--- src/rtl/buffer_read_sequencer_pkg.sv ---
// Shared types and constants for the buffer read sequencer.
// C_LOG_2 is normally provided by the surrounding codebase; a fallback is defined here.
`ifndef C_LOG_2
`define C_LOG_2(n) ($clog2(n))
`endif

package buffer_read_sequencer_pkg;

  typedef enum logic [1:0] {
    IDLE         = 2'd0,
    READ         = 2'd1,
    WAIT_REQ_LOW = 2'd2
  } seq_state_e;

  localparam int D_TYPE_BUFFER = 1;

  // One extra bit so a single-PU build still has a usable id field.
  function automatic int pu_id_width(input int num_pu);
    return `C_LOG_2(num_pu) + 1;
  endfunction

endpackage

--- src/rtl/buffer_read_sequencer_if.sv ---
// Request bus from the memory controller plus the read-buffer / PU-controller handshake.
interface buffer_read_sequencer_if #(
  parameter int RD_SIZE_W = 20,
  parameter int PU_ID_W   = 1,
  parameter int D_TYPE_W  = 2
);
  logic                 rd_req;
  logic [RD_SIZE_W-1:0] rd_req_size;
  logic [PU_ID_W-1:0]   rd_req_pu_id;
  logic [D_TYPE_W-1:0]  rd_req_d_type;
  logic                 buffer_read_req;
  logic                 buffer_read_last;
  logic                 buffer_read_empty;
  logic                 buffer_read_pop;
  logic [PU_ID_W-1:0]   pu_id;
  logic                 req_fifo_full;
  logic                 req_overflow;

  modport slave (
    input  rd_req, rd_req_size, rd_req_pu_id, rd_req_d_type,
    input  buffer_read_req, buffer_read_empty,
    output buffer_read_last, buffer_read_pop, pu_id, req_fifo_full, req_overflow
  );

  modport master (
    output rd_req, rd_req_size, rd_req_pu_id, rd_req_d_type,
    output buffer_read_req, buffer_read_empty,
    input  buffer_read_last, buffer_read_pop, pu_id, req_fifo_full, req_overflow
  );
endinterface

--- src/rtl/buffer_read_sequencer_fifo.sv ---
// Pending-request queue: synchronous FIFO with first-word fall-through read data.
module buffer_read_req_fifo #(
  parameter int WIDTH = 21,
  parameter int DEPTH = 4
) (
  input  logic             clk,
  input  logic             reset,
  input  logic             push,
  input  logic             pop,
  input  logic [WIDTH-1:0] wr_data,
  output logic             full,
  output logic             empty,
  output logic [WIDTH-1:0] data
);
  localparam int AW = $clog2(DEPTH);

  logic [AW:0]      wr_ptr_q, wr_ptr_d;
  logic [AW:0]      rd_ptr_q, rd_ptr_d;
  logic [WIDTH-1:0] mem_q [DEPTH];
  logic [WIDTH-1:0] mem_d [DEPTH];
  logic             push_ok;
  logic             pop_ok;

  assign empty   = (wr_ptr_q == rd_ptr_q);
  assign full    = (wr_ptr_q[AW] != rd_ptr_q[AW]) && (wr_ptr_q[AW-1:0] == rd_ptr_q[AW-1:0]);
  assign pop_ok  = pop && !empty;
  // A pop frees the head slot in the same cycle, so a push into a full queue is safe then.
  assign push_ok = push && (!full || pop_ok);
  assign data    = mem_q[rd_ptr_q[AW-1:0]];

  always_comb begin
    mem_d    = mem_q;
    wr_ptr_d = wr_ptr_q;
    rd_ptr_d = rd_ptr_q;
    if (push_ok) begin
      mem_d[wr_ptr_q[AW-1:0]] = wr_data;
      wr_ptr_d = wr_ptr_q + 1'b1;
    end
    if (pop_ok) begin
      rd_ptr_d = rd_ptr_q + 1'b1;
    end
  end

  always_ff @(posedge clk) begin
    if (!reset) begin
      wr_ptr_q <= '0;
      rd_ptr_q <= '0;
    end else begin
      wr_ptr_q <= wr_ptr_d;
      rd_ptr_q <= rd_ptr_d;
    end
  end

  always_ff @(posedge clk) begin
    mem_q <= mem_d;
  end
endmodule

--- src/rtl/buffer_read_sequencer.sv ---
// Queues buffer-bound read requests and pops `size` words per request for the PU controller.
// Optional BUFFER_READ_STATS_EN adds pop_count / req_served statistics outputs.
module buffer_read_sequencer
  import buffer_read_sequencer_pkg::*;
#(
  parameter int NUM_PU         = 1,
  parameter int D_TYPE_W       = 2,
  parameter int RD_SIZE_W      = 20,
  parameter int REQ_FIFO_DEPTH = 4
) (
  input  logic                  clk,
  input  logic                  reset,
  buffer_read_sequencer_if.slave bus
`ifdef BUFFER_READ_STATS_EN
  ,
  output logic [31:0]           pop_count,
  output logic [15:0]           req_served
`endif
);
  localparam int PU_ID_W = pu_id_width(NUM_PU);
  localparam int ENTRY_W = RD_SIZE_W + PU_ID_W;

  seq_state_e           state_q, state_d;
  logic [RD_SIZE_W-1:0] remaining_q, remaining_d;
  logic [PU_ID_W-1:0]   pu_id_q, pu_id_d;
  logic                 overflow_q, overflow_d;

  logic                 req_valid;
  logic                 fifo_push;
  logic                 fifo_pop;
  logic                 fifo_full;
  logic                 fifo_empty;
  logic [ENTRY_W-1:0]   fifo_data;
  logic                 pop;
  logic                 last;

  buffer_read_req_fifo #(
    .WIDTH (ENTRY_W),
    .DEPTH (REQ_FIFO_DEPTH)
  ) u_req_fifo (
    .clk     (clk),
    .reset   (reset),
    .push    (fifo_push),
    .pop     (fifo_pop),
    .wr_data ({bus.rd_req_size, bus.rd_req_pu_id}),
    .full    (fifo_full),
    .empty   (fifo_empty),
    .data    (fifo_data)
  );

  // Zero-length and non-buffer requests never enter the queue.
  always_comb begin
    req_valid  = bus.rd_req
              && (bus.rd_req_d_type == D_TYPE_W'(D_TYPE_BUFFER))
              && (bus.rd_req_size != '0);
    fifo_push  = req_valid && (!fifo_full || fifo_pop);
    overflow_d = overflow_q || (req_valid && fifo_full && !fifo_pop);
  end

  always_comb begin
    state_d     = state_q;
    remaining_d = remaining_q;
    pu_id_d     = pu_id_q;
    fifo_pop    = 1'b0;
    pop         = 1'b0;
    last        = 1'b0;
    case (state_q)
      IDLE: begin
        if (bus.buffer_read_req && !fifo_empty) begin
          fifo_pop    = 1'b1;
          remaining_d = fifo_data[ENTRY_W-1:PU_ID_W];
          pu_id_d     = fifo_data[PU_ID_W-1:0];
          state_d     = READ;
        end
      end
      READ: begin
        pop = !bus.buffer_read_empty;
        if (pop) begin
          remaining_d = remaining_q - 1'b1;
          last        = (remaining_q == RD_SIZE_W'(1));
          if (last) begin
            state_d = WAIT_REQ_LOW;
          end
        end
      end
      // A request still held from the finished transfer must not start the next one.
      WAIT_REQ_LOW: begin
        if (!bus.buffer_read_req) begin
          state_d = IDLE;
        end
      end
      default: begin
        state_d = IDLE;
      end
    endcase
  end

  always_ff @(posedge clk) begin
    if (!reset) begin
      state_q     <= IDLE;
      remaining_q <= '0;
      pu_id_q     <= '0;
      overflow_q  <= 1'b0;
    end else begin
      state_q     <= state_d;
      remaining_q <= remaining_d;
      pu_id_q     <= pu_id_d;
      overflow_q  <= overflow_d;
    end
  end

  assign bus.buffer_read_pop  = pop;
  assign bus.buffer_read_last = last;
  assign bus.pu_id            = pu_id_q;
  assign bus.req_fifo_full    = fifo_full;
  assign bus.req_overflow     = overflow_q;

`ifdef BUFFER_READ_STATS_EN
  logic [31:0] pop_count_q, pop_count_d;
  logic [15:0] req_served_q, req_served_d;

  always_comb begin
    pop_count_d  = pop_count_q + 32'(pop);
    req_served_d = req_served_q + 16'(last);
  end

  always_ff @(posedge clk) begin
    if (!reset) begin
      pop_count_q  <= '0;
      req_served_q <= '0;
    end else begin
      pop_count_q  <= pop_count_d;
      req_served_q <= req_served_d;
    end
  end

  assign pop_count  = pop_count_q;
  assign req_served = req_served_q;
`endif
endmodule
--- src/flat_wrapper.sv ---
// flat-port wrapper written by rule: the top's interface ports become plain ports
module buffer_read_sequencer_flat import buffer_read_sequencer_pkg::*;
#(
  parameter int NUM_PU         = 1,
  parameter int D_TYPE_W       = 2,
  parameter int RD_SIZE_W      = 20,
  parameter int REQ_FIFO_DEPTH = 4
)
  (clk, reset, bus_rd_req, bus_rd_req_size, bus_rd_req_pu_id, bus_rd_req_d_type, bus_buffer_read_req, bus_buffer_read_empty, bus_buffer_read_last, bus_buffer_read_pop, bus_pu_id, bus_req_fifo_full, bus_req_overflow);
  buffer_read_sequencer_if #(.RD_SIZE_W(RD_SIZE_W), .D_TYPE_W(D_TYPE_W)) bus_i ();
  input  logic clk;
  input  logic reset;
  input wire logic [$bits(bus_i.rd_req)-1:0] bus_rd_req;
  input wire logic [$bits(bus_i.rd_req_size)-1:0] bus_rd_req_size;
  input wire logic [$bits(bus_i.rd_req_pu_id)-1:0] bus_rd_req_pu_id;
  input wire logic [$bits(bus_i.rd_req_d_type)-1:0] bus_rd_req_d_type;
  input wire logic [$bits(bus_i.buffer_read_req)-1:0] bus_buffer_read_req;
  input wire logic [$bits(bus_i.buffer_read_empty)-1:0] bus_buffer_read_empty;
  output wire logic [$bits(bus_i.buffer_read_last)-1:0] bus_buffer_read_last;
  output wire logic [$bits(bus_i.buffer_read_pop)-1:0] bus_buffer_read_pop;
  output wire logic [$bits(bus_i.pu_id)-1:0] bus_pu_id;
  output wire logic [$bits(bus_i.req_fifo_full)-1:0] bus_req_fifo_full;
  output wire logic [$bits(bus_i.req_overflow)-1:0] bus_req_overflow;
  assign bus_i.rd_req = bus_rd_req;
  assign bus_i.rd_req_size = bus_rd_req_size;
  assign bus_i.rd_req_pu_id = bus_rd_req_pu_id;
  assign bus_i.rd_req_d_type = bus_rd_req_d_type;
  assign bus_i.buffer_read_req = bus_buffer_read_req;
  assign bus_i.buffer_read_empty = bus_buffer_read_empty;
  assign bus_buffer_read_last = bus_i.buffer_read_last;
  assign bus_buffer_read_pop = bus_i.buffer_read_pop;
  assign bus_pu_id = bus_i.pu_id;
  assign bus_req_fifo_full = bus_i.req_fifo_full;
  assign bus_req_overflow = bus_i.req_overflow;
  buffer_read_sequencer #(.NUM_PU(NUM_PU), .D_TYPE_W(D_TYPE_W), .RD_SIZE_W(RD_SIZE_W), .REQ_FIFO_DEPTH(REQ_FIFO_DEPTH)) u_core (.clk(clk), .reset(reset), .bus(bus_i));
endmodule
--- config.mk ---
export PLATFORM = sky130hd
export DESIGN_NAME = buffer_read_sequencer_flat
export DESIGN_NICKNAME = d
export VERILOG_FILES = /design/src/rtl/buffer_read_sequencer_pkg.sv /design/src/rtl/buffer_read_sequencer_if.sv /design/src/rtl/buffer_read_sequencer_fifo.sv /design/src/rtl/buffer_read_sequencer.sv /design/src/flat_wrapper.sv
export SDC_FILE = /design/constraint.sdc
export NUM_CORES = 1
export LEC_CHECK = 0
export ABC_CLOCK_PERIOD_IN_PS = 6400
export BUFFER_PORTS_ARGS = -buffer_cell sky130_fd_sc_hd__buf_2
export CORE_UTILIZATION = 60
export CTS_BUF_LIST = sky130_fd_sc_hd__clkbuf_4 sky130_fd_sc_hd__clkbuf_8
export DETAILED_ROUTE_END_ITERATION = 16
export MAX_ROUTING_LAYER = met4
export PLACE_DENSITY = 0.75
export SLEW_MARGIN = 15
export SYNTH_ARGS = -nofsm -noshare
export SYNTH_HDL_FRONTEND = slang
export SYNTH_HIERARCHICAL = 1
export SYNTH_SLANG_ARGS = --single-unit
--- constraint.sdc ---
create_clock -name clk -period 6.4 [get_ports clk]
set_input_delay 0.96 -clock clk [delete_from_list [all_inputs] [get_ports clk]]
set_output_delay 0.96 -clock clk [all_outputs]
set_load 0.03 [all_outputs]
---- After elaboration in Yosys (flattened, before gate mapping) ----
Index checks and enable logic that the tools add are counted.
cells by class
  add/sub/neg operators ................... 3
  order comparisons ....................... 3
  equal/unequal tests ..................... 11
  mux-type cells .......................... 19
  bitwise logic cells ..................... 2
  reduce and logical (&&, ||, !) cells .... 23
operators by type and width
  cell                                                                          number
  84-bit bitwise mux                                                            1
  21-bit two-way mux                                                            3
  21-bit binary-select mux with 2-bit select                                    1
  21-bit demux with 2-bit select                                                1
  20-bit two-way mux                                                            2
  20-bit one-hot mux with 2 select lines                                        1
  20-bit by 1-bit == test with 1-bit output, second input constant              1
  20-bit nonzero test                                                           1
  20-bit by 1-bit subtractor with 20-bit output, second input constant          1
  1-bit logical AND                                                             10
  2-bit two-way mux                                                             4
  3-bit by 1-bit adder with 3-bit output, second input constant                 2
  3-bit greater-or-equal comparator, second input constant                      2
  2-bit inverter with 3-bit output                                              2
  2-bit one-hot mux with 3 select lines                                         1
  1-bit two-way mux                                                             5
  2-bit by 1-bit == test with 1-bit output, second input constant               2
  1-bit zero test                                                               4
  2-bit by 1-bit != test with 1-bit output, second input constant               2
  2-bit != test, second input constant                                          2
  4-bit AND reduction                                                           1
  3-bit == test                                                                 1
  1-bit logical OR                                                              3
  3-bit by 1-bit less-than comparator with 1-bit output, second input constant  1
  other kinds (7)                                                               7
word-level totals
  register bits after elaboration ......... 114
  bits of input ports ..................... 28
  logic and storage cells ................. 71

---- Depth between registers and ports, before layout ----
Gate-level depths: netlist (run 1).
  depth in word-level cells ............... 8
  gate-level depth with buffers ........... 11

---- Modules after synthesis ----
Netlist (run 1), hierarchy kept.
by module, submodules not included
  module                 times used  cells an instance  area each (µm²)  seq. area each (µm²)
  buffer_read_req_fifo   1           161                3489.6           2642.5
  buffer_read_sequencer  1           200                1475.2           480.5

---- Worst setup path after synthesis (run 1) ----
Ideal clock, no wire load.
  path type ............................... input to register
  start point ............................. input port bus_buffer_read_req
  end point ............................... register u_core/u_req_fifo/mem_q[21] (netlist bit) (enable)
  arrival ................................. 2978 ps
  slack ................................... 3042 ps
  stages on the path ...................... 7
  path buffers ............................ 1
  cell sequence ........................... or4b_2 -> clkbuf_1 -> nand2_1 -> nor3b_1 -> inv_1 -> a41oi_2 -> and2_1
between the ends
  cells in the longest elaborated chain, start to end .. 6
RTL lines
  item                        RTL line                          source
  from (decl)                 flat_wrapper.sv:17                input wire logic [$bits(bus_i.buffer_read_req)-1:0] bus_buffer_read_req;
  1-bit logical AND           buffer_read_sequencer.sv:69       if (bus.buffer_read_req && !fifo_empty) begin
  1-bit two-way mux           buffer_read_sequencer.sv:69
  1-bit two-way mux           buffer_read_sequencer.sv:67       case (state_q)
  1-bit logical OR            buffer_read_sequencer.sv:56       fifo_push = req_valid && (!fifo_full || fifo_pop);
  1-bit logical AND           buffer_read_sequencer.sv:56
  named net u_core.fifo_push  buffer_read_sequencer.sv:29       logic fifo_push;
  1-bit logical AND           buffer_read_sequencer_fifo.sv:28  assign push_ok = push && (!full || pop_ok);
  to (signal assigned)        buffer_read_sequencer_fifo.sv:55  mem_q <= mem_d;
  to (decl)                   buffer_read_sequencer_fifo.sv:19  logic [WIDTH-1:0] mem_q [DEPTH];
The timed path passes the listed nets, and every way through them passes these cells.
A chain may end at the register's enable or synchronous reset.

---- Worst setup path in the final report (run 1) ----
  start point ............................. register u_core.u_req_fifo.rd_ptr_q[0]
  end point ............................... register u_core/u_req_fifo/mem_q[45] (netlist bit) (enable)
between the ends
  cells in the longest elaborated chain, start to end .. 8
RTL lines
  item                         RTL line                          source
  from (decl)                  buffer_read_sequencer_fifo.sv:18  logic [AW:0] rd_ptr_q, rd_ptr_d;
  from (signal assigned)       buffer_read_sequencer_fifo.sv:50  rd_ptr_q <= rd_ptr_d;
  3-bit == test                buffer_read_sequencer_fifo.sv:24  assign empty = (wr_ptr_q == rd_ptr_q);
  named net u_core.fifo_empty  buffer_read_sequencer.sv:32       logic fifo_empty;
  1-bit zero test              buffer_read_sequencer.sv:69
  1-bit logical AND            buffer_read_sequencer.sv:69
  1-bit two-way mux            buffer_read_sequencer.sv:69
  1-bit two-way mux            buffer_read_sequencer.sv:67
  1-bit logical OR             buffer_read_sequencer.sv:56
  1-bit logical AND            buffer_read_sequencer.sv:56
  named net u_core.fifo_push   buffer_read_sequencer.sv:29
  1-bit logical AND            buffer_read_sequencer_fifo.sv:28
The timed path passes the listed nets, and every way through them passes these cells.

==> results.md, run 1 <==
- H-tree levels: 4
- Hold WC Path Type: flop to flop
- GR Overflow Total: 0
- Ys Warns: 6
- Cts repair resizes: 0
- Vias in the first global route: 3143
- CTS tree: yes
- Post-CTS Hold Fix Bufs: 0
- Async S/R FF share, synth: 0
- Mapped Area: 4960 sq um
- Total Nets Final: approximately 430
- Setup TNS: 0 ns
- Crit path kind: flop to flop
- Largest area contributor in the netlist: edfxtp_1
- Chip height: a little over 90 um
- Largest net degree at the start of global routing: 41
- Area Overhead vs Synth: 13.0%
- Die area: 8640 sq um
- Clk pin slew, worst setup/hold paths: 0.08 ns
- Via density: 6.24
- # diodes: 0
- IO buf count: 32
- Remaining DRCs: 0
- # IOs: 33
- Top cell type's share of synthesized area: 0.508
- Combinational group share of total power: 0.080
- Status: completed
- Fmax: between 200 and 250 MHz
- Detailed Route WL: 10.3 mm
- Worst rel slew slack: 0.259
- Time the worst path needs with I/O delays and setup: 4.01 ns
- Worst Max-Slew Pin Slew: 1.11 ns
- Root Buffer: clkbuf_8
- Num Clock Sinks: 114
- Post-Synth Simple-Gate Area: 0.122
- Multi-input gate area: 1730 sq um
- Critical Path Slowest Stage Cell: and2_1
- Crit path buffers/inverters: 2
- CP max FO: 25
- Setup ws final: 2.39 ns
- Top FF cell, synth: edfxtp_1
- Final Core Density: 0.715
- Dpl ws: 2.40 ns
- Startpoint class of the critical path: flop
- GRT Overall Usage: 0.274
- First-pass GRT wire length: 16.4 mm
- EDFF count, synth: 84
- FF+latch area: 3120 sq um
- Synth Register Bits: 114
- Most common cell on crit path: nand2_1
- Synth area leaders: edfxtp_1 51%, dfxtp_1 12%, mux4_2 9.5%, nand2_1 2.3%, ha_1 1.8%
- Largest family of logic cells by synthesized area: simple AND/OR/NAND/NOR gates
- Sw frac: 0.256
- Post-CTS Setup Bufs: 0
- Share of layout cells above drive strength 1: 0.250
- Die width: 93.0 um
- Clock power share: 0.417
- Mux share of post-synthesis cell area: 0.107
- Reg2Reg Launch Point: u_core/u_req_fifo/rd_ptr_q[0]
- Post-route ant nets: 0
- Final setup viols: 0
- DR iter-0 viols: 200
- Critical path, cell by cell: buf_4 > xnor2_2 > nand2_1 > nor2_1 > or4b_2 > nand2_1 > nor3b_1 > inv_1 > a41oi_2 > and2_1
- Final Wtd Congestion: 0.891
- WP data arrival: 4.04 ns
- Seq pwr share: 0.503
- Max Clock Skew: 0.0126 ns
- Cell row count: 32
- RSZ-0062 raised after global routing: no
- Post-DP HPWL: 6.60 mm
- Clk buf depth: 2
- Core ar.: 7850 sq um
- P_leak: 1.88 nW
- Area fraction in compound gates after synthesis: 0.0922
- Number of fill cells: 521
- Drt wl/cell: between 20 and 25 um
- Routed vias: ~3200
- Max-Cap Viols: 0
- Worst path top cell family by delay: simple AND/OR/NAND/NOR gates
- Distinct cells, synth: 49
- Post-synthesis adder-cell area fraction: 0.0176
- CP peak stage delay: 0.92 ns
- Switching power: 416 uW
- Xor/xnor share of the synthesized area: 0.0101
- Initial Util: 0.633
- Syn_nets: 396
- Syn Area/Cell: between 10 and 15 sq um
- Post-Place Cells: roughly 480
- Mapped Cells: 361
- Drt pass-1 iters: 5
- Critical Path RT: 6.43 ns
- Seq/Total Area, Yosys: 0.629
- Initial antenna violation count: 0
- Post-route insts no fill: around 510
- Hold_sp: u_core/remaining_q[11]
- Setup crit end kind: flop
- Setup crit start: u_core/u_req_fifo/rd_ptr_q[0]
- PD cells: 289 nW/um^2
- Final hold violations: 0
- Num CTS Buffers: 17
- Max Slew Vio Count: 0
- Worst vdd ir: 0.000336 V
- Final period util: 0.626
- Clk Latency, worst-skew pair: between 0.4 and 0.5 ns
- Cell internal pwr: between 1 and 1.5 mW
==> synth_stat cells, drive strengths merged (2+ instances only) <==
| library cell | instances |
|---|---|
| o22ai | 7 |
| a32oi | 3 |
| o21a | 4 |
| nor3 | 8 |
| a31o | 3 |
| nand3 | 12 |
| nor2 | 23 |
| nand3b | 2 |
| a31oi | 7 |
| edfxtp | 84 |
| clkbuf | 12 |
| inv | 9 |
| or3 | 5 |
| xnor2 | 3 |
| nand2b | 3 |
| a211oi | 2 |
| and2 | 6 |
| or4 | 3 |
| nor3b | 4 |
| o21ai | 11 |
| a41oi | 2 |
| a21oi | 17 |
| o211ai | 4 |
| dfxtp | 30 |
| mux2i | 6 |
| buf | 5 |
| ha | 7 |
| mux4 | 21 |
| nand2 | 31 |
| nor4 | 13 |
| a22oi | 2 |
==> power by group through the flow <==
stage,registers [mW],clock network [mW],logic (mW)
after floorplan,0.830,0,0.0875
after global placement,0.831,0,0.124
after detailed placement,0.832,0,0.127
after CTS,0.816,0.687,0.128
after global routing,0.817,0.726,0.144
final,0.816,0.677,0.131
==> worst paths after layout <==
kind / to / slack (ns) / depth (start not counted)
hold / removal: u_core/remaining_q[11] / 0.48 / 2
hold reg to reg: u_core/remaining_q[11] / 0.48 / 2
setup / recovery: u_core/u_req_fifo/mem_q[45] / 2.39 / 10
setup reg to reg: u_core/u_req_fifo/mem_q[45] / 2.39 / 10
==> stage by stage <==
stage	hold WS (ns)	total power [mW]	instance area, sq um
2_1_floorplan	0.446	0.917	4960
3_3_place_gp	0.450	0.955	5210
3_5_place_dp	0.457	0.959	5210
4_1_cts	0.477	1.63	5610
5_1_grt	0.488	1.69	5610
6_report	0.478	1.62	5610
==> tightest hold or removal path: stages, from the launching register on <==
cell and delay, ns:
dfxtp_1 0.32, nand2_1 0.05, o22ai_1 0.07
==> kinds of logic after synthesis <==
| family | after synthesis |
|---|---|
| DFF | 114 |
| adders and majority gates | 7 |
| buffers and inverters | 26 |
| muxes | 27 |
| AOI/OAI and AO/OA | 67 |
| xor gates and xnor gates | 4 |
| and+or+nand+nor | 116 |
==> area by class of cell <==
| class | instances | area share |
|---|---|---|
| multi-input cells | 221 | 0.309 |
| well taps | 102 | 0.0227 |
| clock buffers | 17 | 0.0417 |
| repair buffers | 36 | 0.0339 |
| flip-flops and latches | 114 | 0.557 |
| inverters | 9 | 0.00602 |
| clock inverters | 15 | 0.0303 |
==> per-layer routing <==
| metal | share of wire | global-route usage | vias to the layer above |
|---|---|---|---|
| met5 | 0 | - | - |
| met4 | 0.015 | 0.0756 | 0 |
| met3 | 0.060 | 0.0846 | 20 |
| met2 | 0.48 | 0.412 | 123 |
| met1 | 0.44 | 0.365 | 1566 |
| li1 | - | - | 1497 |
==> cells in the final DEF, fill, tap and decap left out, types with 3 or more instances in the layout <==
| cell | netlist | layout |
|---|---|---|
| edfxtp_1 | 84 | 84 |
| buf_2 | 3 | 32 |
| nand2_1 | 31 | 31 |
| dfxtp_1 | 30 | 30 |
| nor2_1 | 23 | 23 |
| mux4_2 | 21 | 21 |
| clkbuf_8 | 0 | 17 |
| a21oi_1 | 17 | 17 |
| nor4_1 | 12 | 12 |
| nand3_1 | 12 | 12 |
| o21ai_0 | 10 | 10 |
| inv_1 | 9 | 9 |
| nor3_1 | 8 | 8 |
| inv_6 | 0 | 7 |
| a31oi_1 | 7 | 7 |
| o22ai_1 | 7 | 7 |
| ha_1 | 7 | 7 |
| and2_1 | 6 | 6 |
| mux2i_1 | 6 | 6 |
| nor3b_1 | 4 | 4 |
| o21a_1 | 4 | 4 |
| o211ai_1 | 4 | 4 |
| buf_4 | 2 | 4 |
| clkinv_4 | 0 | 3 |
| nand2b_1 | 3 | 3 |
| or3_2 | 3 | 3 |
| a32oi_1 | 3 | 3 |
| a31o_2 | 3 | 3 |
==> sequential cells by signal, indices dropped and copies added (netlist names) <==
| register | cells |
|---|---|
| u_core/u_req_fifo/mem_q | 84 |
| u_core/bus.req_overflow | 1 |
| u_core/state_q | 2 |
| u_core/remaining_q | 20 |
| u_core/u_req_fifo/wr_ptr_q | 3 |
| u_core/u_req_fifo/rd_ptr_q | 3 |
| u_core/bus.pu_id | 1 |
No activity file was read; power rests on OpenSTA's default activity.
==> inputs of run 2 (changes only) <==
--- a/config.mk
+++ b/config.mk
@@ -5,7 +5,8 @@
 export SDC_FILE = /design/constraint.sdc
 export NUM_CORES = 1
 export LEC_CHECK = 0
-export ABC_CLOCK_PERIOD_IN_PS = 6400
+export ABC_AREA = 1
+export ABC_CLOCK_PERIOD_IN_PS = 4090
 export BUFFER_PORTS_ARGS = -buffer_cell sky130_fd_sc_hd__buf_2
 export CORE_UTILIZATION = 60
 export CTS_BUF_LIST = sky130_fd_sc_hd__clkbuf_4 sky130_fd_sc_hd__clkbuf_8
==> constraint.sdc (replaced) <==
create_clock -name clk -period 4.09 [get_ports clk]
set_input_delay 0.6135 -clock clk [delete_from_list [all_inputs] [get_ports clk]]
set_output_delay 0.6135 -clock clk [all_outputs]
set_load 0.03 [all_outputs]
==> results.md, run 2 <==
- Status: completed (unchanged)
- Largest net degree at the start of global routing: 47 (was 41)
- Num CTS Buffers: 17 (unchanged)
- Clk buf depth: 2 (unchanged)
- P_leak: 2.24 nW (was 1.88 nW)
- Distinct cells, synth: 44 (was 49)
- Via density: 5.66 (was 6.24)
- Remaining DRCs: 0 (unchanged)
- Critical Path Slowest Stage Cell: clkinv_1 (was and2_1)
- Post-Place Cells: 663 (was 482)
- Time the worst path needs with I/O delays and setup: 2.95 ns (was 4.01 ns)
- GR Overflow Total: 0 (unchanged)
- Max Slew Vio Count: 0 (unchanged)
- Max Clock Skew: 0.0107 ns (was 0.0126 ns)
- Mapped Area: 5320 sq um (was 4960 sq um)
- Setup TNS: 0 ns (unchanged)
- Largest register FFs: 84 (unchanged)
- Worst path top cell family by delay: buffers and inverters (was simple AND/OR/NAND/NOR gates)
- Post-DP HPWL: 7.35 mm (was 6.60 mm)
- Startpoint class of the critical path: flop (unchanged)
- Num Clock Sinks: 114 (unchanged)
- H-tree levels: 4 (unchanged)
- Fmax: 339 MHz (was 249 MHz)
- Seq/Total Area, Yosys: 0.587 (was 0.629)
- Die width: 96.1 um (was 93.0 um)
- Most common cell on crit path: o21ai_1 (was nand2_1)
- Cell depth of the worst flop-to-flop path: 8 (was 10)
- Critical Path RT: 4.40 ns (was 6.43 ns)
- # IOs: 33 (unchanged)
- Area Overhead vs Synth: 11.8% (was 13.0%)
- Most frequent cell after synthesis: nor2_1 (was edfxtp_1)
- Final Core Density: 0.709 (was 0.715)
- GRT Overall Usage: 0.278 (was 0.274)
- EDFF count, synth: 84 (unchanged)
- Root Buffer: clkbuf_8 (unchanged)
- Commonest non-fill, non-tap cell in the layout: nor2_1 (was edfxtp_1)
- First-pass GRT wire length: 18.3 mm (was 16.4 mm)
- CP max FO: 46 (was 25)
- Worst Max-Slew Pin Slew: 1.06 ns (was 1.11 ns)
- # diodes: 0 (unchanged)
- Mapped Cells: 541 (was 361)
- FF+latch area: 3120 sq um (unchanged)
- Vias in the first global route: 3792 (was 3143)
- Chip height: 96.1 um (was 93.0 um)
- Async S/R FF share, synth: 0 (unchanged)
- Initial antenna violation count: 0 (unchanged)
- Top cell type's share of synthesized area: 0.474 (was 0.508)
- IO buf count: 32 (unchanged)
- Synth area leaders: edfxtp_1 47%, dfxtp_1 11%, nor2_1 7.8%, nand2_1 5.3%, o21ai_0 5.0% (was edfxtp_1 51%, dfxtp_1 12%, mux4_2 9.5%, nand2_1 2.3%, ha_1 1.8%)
- Final setup viols: 0 (unchanged)
- Biggest regs: u_core/u_req_fifo/mem_q x84, u_core/remaining_q x20 (unchanged)
- Commonest non-fill, non-tap cells in the layout: 107 x nor2_1, 84 x edfxtp_1, 75 x nand2_1 (was 84 x edfxtp_1, 32 x buf_2, 31 x nand2_1)
- Drt pass-1 iters: 5 (unchanged)
- Crit path kind: flop to flop (unchanged)
- Synth Register Bits: 114 (unchanged)
- Post-route ant nets: 0 (unchanged)
- Final Wtd Congestion: 0.846 (was 0.891)
- Multi-input gate area: 1920 sq um (was 1730 sq um)
- CP peak stage delay: 0.97 ns (was 0.92 ns)
- CTS tree: yes (unchanged)
- Max-Cap Viols: 0 (unchanged)
- Syn Area/Cell: 9.83 sq um (was 13.8 sq um)
- RSZ-0062 raised after global routing: no (unchanged)
- Initial Util: 0.634 (was 0.633)
- Number of fill cells: 628 (was 521)
- WP depth: 8 (was 10)
- Top FF cell, synth: edfxtp_1 (unchanged)
- Hold WC Path Type: input pin to flop (was flop to flop)
- Final hold violations: 0 (unchanged)
- Final period util: 0.722 (was 0.626)
- Total Nets Final: 612 (was 434)
- DR iter-0 viols: 256 (was 200)
- Post-CTS Setup Bufs: 0 (unchanged)
- Syn_nets: 576 (was 396)
- Cell row count: 33 (was 32)
- Cts repair resizes: 0 (unchanged)
- Routed vias: 3934 (was 3206)
- Die area: 9240 sq um (was 8640 sq um)
- Largest area contributor in the netlist: edfxtp_1 (unchanged)
- Share of layout cells above drive strength 1: 0.186 (was 0.250)
- Tot Pwr: 2.86 mW (was 1.62 mW)
- Post-CTS Hold Fix Bufs: 0 (unchanged)
- Setup crit end kind: flop (unchanged)
- PD cells: 482 nW/um^2 (was 289 nW/um^2)
- Drt wl/cell: 16.2 um (was 20.0 um)
- Crit path buffers/inverters: 2 (unchanged)
- WP data arrival: 3.26 ns (was 4.04 ns)
- Worst vdd ir: 0.000453 V (was 0.000336 V)
- Top reg by flops: u_core/u_req_fifo/mem_q (unchanged)
- Critical path, cell by cell: buf_4 > clkinv_1 > o21ai_0 > o22ai_1 > nand2_1 > o21ai_1 > o21ai_1 > nor2_1 (was buf_4 > xnor2_2 > nand2_1 > nor2_1 > or4b_2 > nand2_1 > nor3b_1 > inv_1 > a41oi_2 > and2_1)
- Detailed Route WL: 11.2 mm (was 10.3 mm)
- Clk Latency, worst-skew pair: 0.42 ns (was 0.43 ns)
- Post-route insts no fill: 695 (was 514)
- Core ar.: 8380 sq um (was 7850 sq um)
- Hold path depth: 1 (was 2)
- Ys Warns: 6 (unchanged)
- Worst rel slew slack: 0.290 (was 0.259)
- Clk pin slew, worst setup/hold paths: 0.08 ns (about the same)
- Commonest cells post-synth: 111 x nor2_1, 84 x edfxtp_1, 75 x nand2_1 (was 84 x edfxtp_1, 31 x nand2_1, 30 x dfxtp_1)
## run 2: cell count changes after synthesis, moves of 7 or more
cell,previous run,this run
nor3_1,8,0
o21ai_0,10,53
nor2_2,0,7
nor2_1,23,111
o21ai_1,0,12
nand2_1,31,75
xor2_1,0,7
nor4_1,12,2
inv_1,9,31
mux4_2,21,0
o22ai_1,7,21
## run 2: layout make-up
type	instances	share of cell area
flip-flops and latches	114	0.526
multi-input cells	368	0.323
clock buffers	20	0.0432
repair buffers	38	0.0345
clock inverters	12	0.0265
inverters	38	0.0255
well taps	105	0.0221
## run 2: final timing paths
check | slack [ns] | from | endpoint
min reg2reg | 0.45 | u_core/bus.req_overflow | u_core/bus.req_overflow
max | 1.14 | u_core/u_req_fifo/rd_ptr_q[0] | u_core/remaining_q[11]
min | 0.42 | bus_rd_req_size[11] | u_core/u_req_fifo/mem_q[12]
max reg2reg | 1.14 | u_core/u_req_fifo/rd_ptr_q[0] | u_core/remaining_q[11]
## run 2: cell families after synthesis
logic type,after synthesis,synth area share
and+or+nand+nor,234,0.201
buffers and inverters,59,0.0539
DFF,114,0.587
AOI/OAI and AO/OA,119,0.125
adders and majority gates,7,0.0165
xor gates and xnor gates,8,0.0167
## run 2: report_power, final
part           switching (mW)  total, mW  internal [mW]
logic                   0.302      0.449          0.148
clock network           0.474       1.10          0.626
registers              0.0347       1.31           1.28
total                   0.811       2.86           2.05
## run 2: routing by layer
metal,vias up,track usage,share of wire
met5,-,-,0
met4,0,0.0771,0.0079
met3,10,0.0569,0.045
met2,118,0.467,0.51
met1,1875,0.344,0.44
li1,1931,-,-
## run 2: through the flow
stage	hold slack, ns	cell area (sq um)	setup WS [ns]
after floorplan	0.464	5320	1.30
after global placement	0.434	5530	1.30
after detailed placement	0.438	5530	1.19
after CTS	0.401	5940	1.17
after global routing	0.401	5940	0.839
final	0.425	5940	1.14
==> inputs of run 3 (changes only) <==
--- a/config.mk
+++ b/config.mk
@@ -5,8 +5,8 @@
 export SDC_FILE = /design/constraint.sdc
 export NUM_CORES = 1
 export LEC_CHECK = 0
-export ABC_AREA = 1
-export ABC_CLOCK_PERIOD_IN_PS = 4090
+export ABC_AREA = 0
+export ABC_CLOCK_PERIOD_IN_PS = 3070
 export BUFFER_PORTS_ARGS = -buffer_cell sky130_fd_sc_hd__buf_2
 export CORE_UTILIZATION = 60
 export CTS_BUF_LIST = sky130_fd_sc_hd__clkbuf_4 sky130_fd_sc_hd__clkbuf_8
==> constraint.sdc (replaced) <==
create_clock -name clk -period 3.07 [get_ports clk]
set_input_delay 0.4605 -clock clk [delete_from_list [all_inputs] [get_ports clk]]
set_output_delay 0.4605 -clock clk [all_outputs]
set_load 0.03 [all_outputs]
==> results.md, run 3 (synthesis results as in run 1) <==
- Setup TNS: 0 ns (unchanged)
- Number of fill cells: 525 (was 628)
- Cell row count: 32 (was 33)
- Core ar.: 7850 sq um (was 8380 sq um)
- GRT Overall Usage: 0.273 (was 0.278)
- Min Hold Slack: 0.264 ns (was 0.425 ns)
- Initial Util: 0.633 (was 0.634)
- Seq pwr share: 0.503 (was 0.458)
- Vias in the first global route: 3164 (was 3792)
- Worst vdd ir: 0.000568 V (was 0.000453 V)
- Worst rel slew slack: 0.247 (was 0.290)
- Commonest non-fill, non-tap cell in the layout: edfxtp_1 (was nor2_1)
- Worst Max-Slew Pin Slew: 1.13 ns (was 1.06 ns)
- IO buf count: 32 (unchanged)
- Final period util: 0.927 (was 0.722)
- Max Slew Vio Count: 0 (unchanged)
- Biggest regs: u_core/u_req_fifo/mem_q x84, u_core/remaining_q x20 (unchanged)
- P_leak: 1.94 nW (was 2.24 nW)
- Final Wtd Congestion: 0.869 (was 0.846)
- Commonest non-fill, non-tap cells in the layout: 84 x edfxtp_1, 32 x buf_2, 31 x nand2_1 (was 107 x nor2_1, 84 x edfxtp_1, 75 x nand2_1)
- Crit path kind: flop to flop (unchanged)
- Fmax: 351 MHz (was 339 MHz)
- Drt pass-1 iters: 7 (was 5)
- WP data arrival: 2.97 ns (was 3.26 ns)
- Dpl ws: 0.196 ns (was 1.19 ns)
- GR Overflow Total: 0 (unchanged)
- PD cells: 589 nW/um^2 (was 482 nW/um^2)
- Startpoint class of the critical path: flop (unchanged)
- Status: completed (unchanged)
- Final Core Density: 0.732 (was 0.709)
- Die area: 8640 sq um (was 9240 sq um)
- Area Overhead vs Synth: 15.7% (was 11.8%)
- # IOs: 33 (unchanged)
- RSZ-0062 raised after global routing: no (unchanged)
- CP max FO: 21 (was 46)
- First-pass GRT wire length: 16.5 mm (was 18.3 mm)
- Initial antenna violation count: 0 (unchanged)
- Time the worst path needs with I/O delays and setup: 2.85 ns (was 2.95 ns)
- Multi-input gate area: 1760 sq um (was 1920 sq um)
- Tot Pwr: 3.38 mW (was 2.86 mW)
- Die width: 93.0 um (was 96.1 um)
- Final setup viols: 0 (unchanged)
- Clk Latency, worst-skew pair: 0.43 ns (was 0.42 ns)
- Combinational group share of total power: 0.084 (was 0.157)
- Final hold violations: 0 (unchanged)
- H-tree levels: 4 (unchanged)
- Setup crit end kind: flop (unchanged)
- Top reg by flops: u_core/u_req_fifo/mem_q (unchanged)
- Dpl cell area: 5330 sq um (was 5530 sq um)
- Critical Path RT: 3.20 ns (was 4.40 ns)
- Detailed Route WL: 10.4 mm (was 11.2 mm)
- Post-route ant nets: 0 (unchanged)
- Post-route insts no fill: 523 (was 695)
- Finished Cell Area: 5740 sq um (was 5940 sq um)
- Setup ws final: 0.225 ns (was 1.14 ns)
- Largest net degree at the start of global routing: 36 (was 47)
- Total Nets Final: 443 (was 612)
- # diodes: 0 (unchanged)
- Switching power: 849 uW (was 811 uW)
- Remaining DRCs: 0 (unchanged)
- Root Buffer: clkbuf_8 (unchanged)
- Max Clock Skew: 0.00871 ns (was 0.0107 ns)
- DR iter-0 viols: 283 (was 256)
- Share of layout cells above drive strength 1: 0.278 (was 0.186)
- Chip height: 93.0 um (was 96.1 um)
- Post-DP HPWL: 6.79 mm (was 7.35 mm)
- Post-CTS Hold Fix Bufs: 0 (unchanged)
- FF+latch area: 3120 sq um (unchanged)
- Cts repair resizes: 0 (unchanged)
- Clk buf depth: 2 (unchanged)
- Num Clock Sinks: 114 (unchanged)
- Largest register FFs: 84 (unchanged)
- Post-CTS Setup Bufs: 0 (unchanged)
- Clock power share: 0.413 (was 0.385)
- Post-Place Cells: 491 (was 663)
- Hold WC Path Type: input pin to flop (unchanged)
- Drt wl/cell: 20.0 um (was 16.2 um)
- Sw frac: 0.251 (was 0.283)
- Max-Cap Viols: 0 (unchanged)
- Via density: 6.39 (was 5.66)
- Clk pin slew, worst setup/hold paths: 0.07 ns (was 0.08 ns)
- CTS tree: yes (unchanged)
- Routed vias: 3344 (was 3934)
- Cell internal pwr: 2.53 mW (was 2.05 mW)
- Num CTS Buffers: 17 (unchanged)
[run 3: metal layers]
metal	track usage	up-vias	routed length (um)
met5	-	-	0
met4	0.105	0	199
met3	0.0772	21	822
met2	0.413	170	5020
met1	0.354	1635	4390
li1	-	1518	-
[run 3: power groups by stage]
stage                     clock network [mW]  logic (mW)  registers, mW
final                                   1.40       0.284           1.70
after global routing                    1.49       0.313           1.70
after CTS                               1.42       0.276           1.70
after detailed placement                   0       0.274           1.73
after global placement                     0       0.269           1.73
after floorplan                            0       0.183           1.73
[run 3: cell type report]
type	instances	area share
clock buffer	19	0.0434
clock inverter	13	0.0264
tap	102	0.0222
sequential	114	0.544
timing repair buffer	45	0.0514
multi-input combinational	221	0.307
inverter	9	0.00588
[run 3: path summary, 6_finish.rpt]
check	from	endpoint	slack [ns]	depth (start not counted)
min	bus_rd_req_pu_id	u_core/u_req_fifo/mem_q[21]	0.26	1
max reg2reg	u_core/u_req_fifo/wr_ptr_q[0]	u_core/u_req_fifo/mem_q[52]	0.22	10
max	u_core/u_req_fifo/wr_ptr_q[0]	u_core/u_req_fifo/mem_q[52]	0.22	10
min reg2reg	u_core/bus.req_overflow	u_core/bus.req_overflow	0.47	1
[run 3: critical path, stage by stage (launching register included)]
cell,delay (ns)
dfxtp_1,0.44
xnor2_2,0.16
nand2_1,0.15
nor2_1,0.06
or4b_2,0.64
buf_4,0.20
inv_1,0.07
inv_1,0.11
a41oi_2,0.30
and2_2,0.23
buf_12,0.18
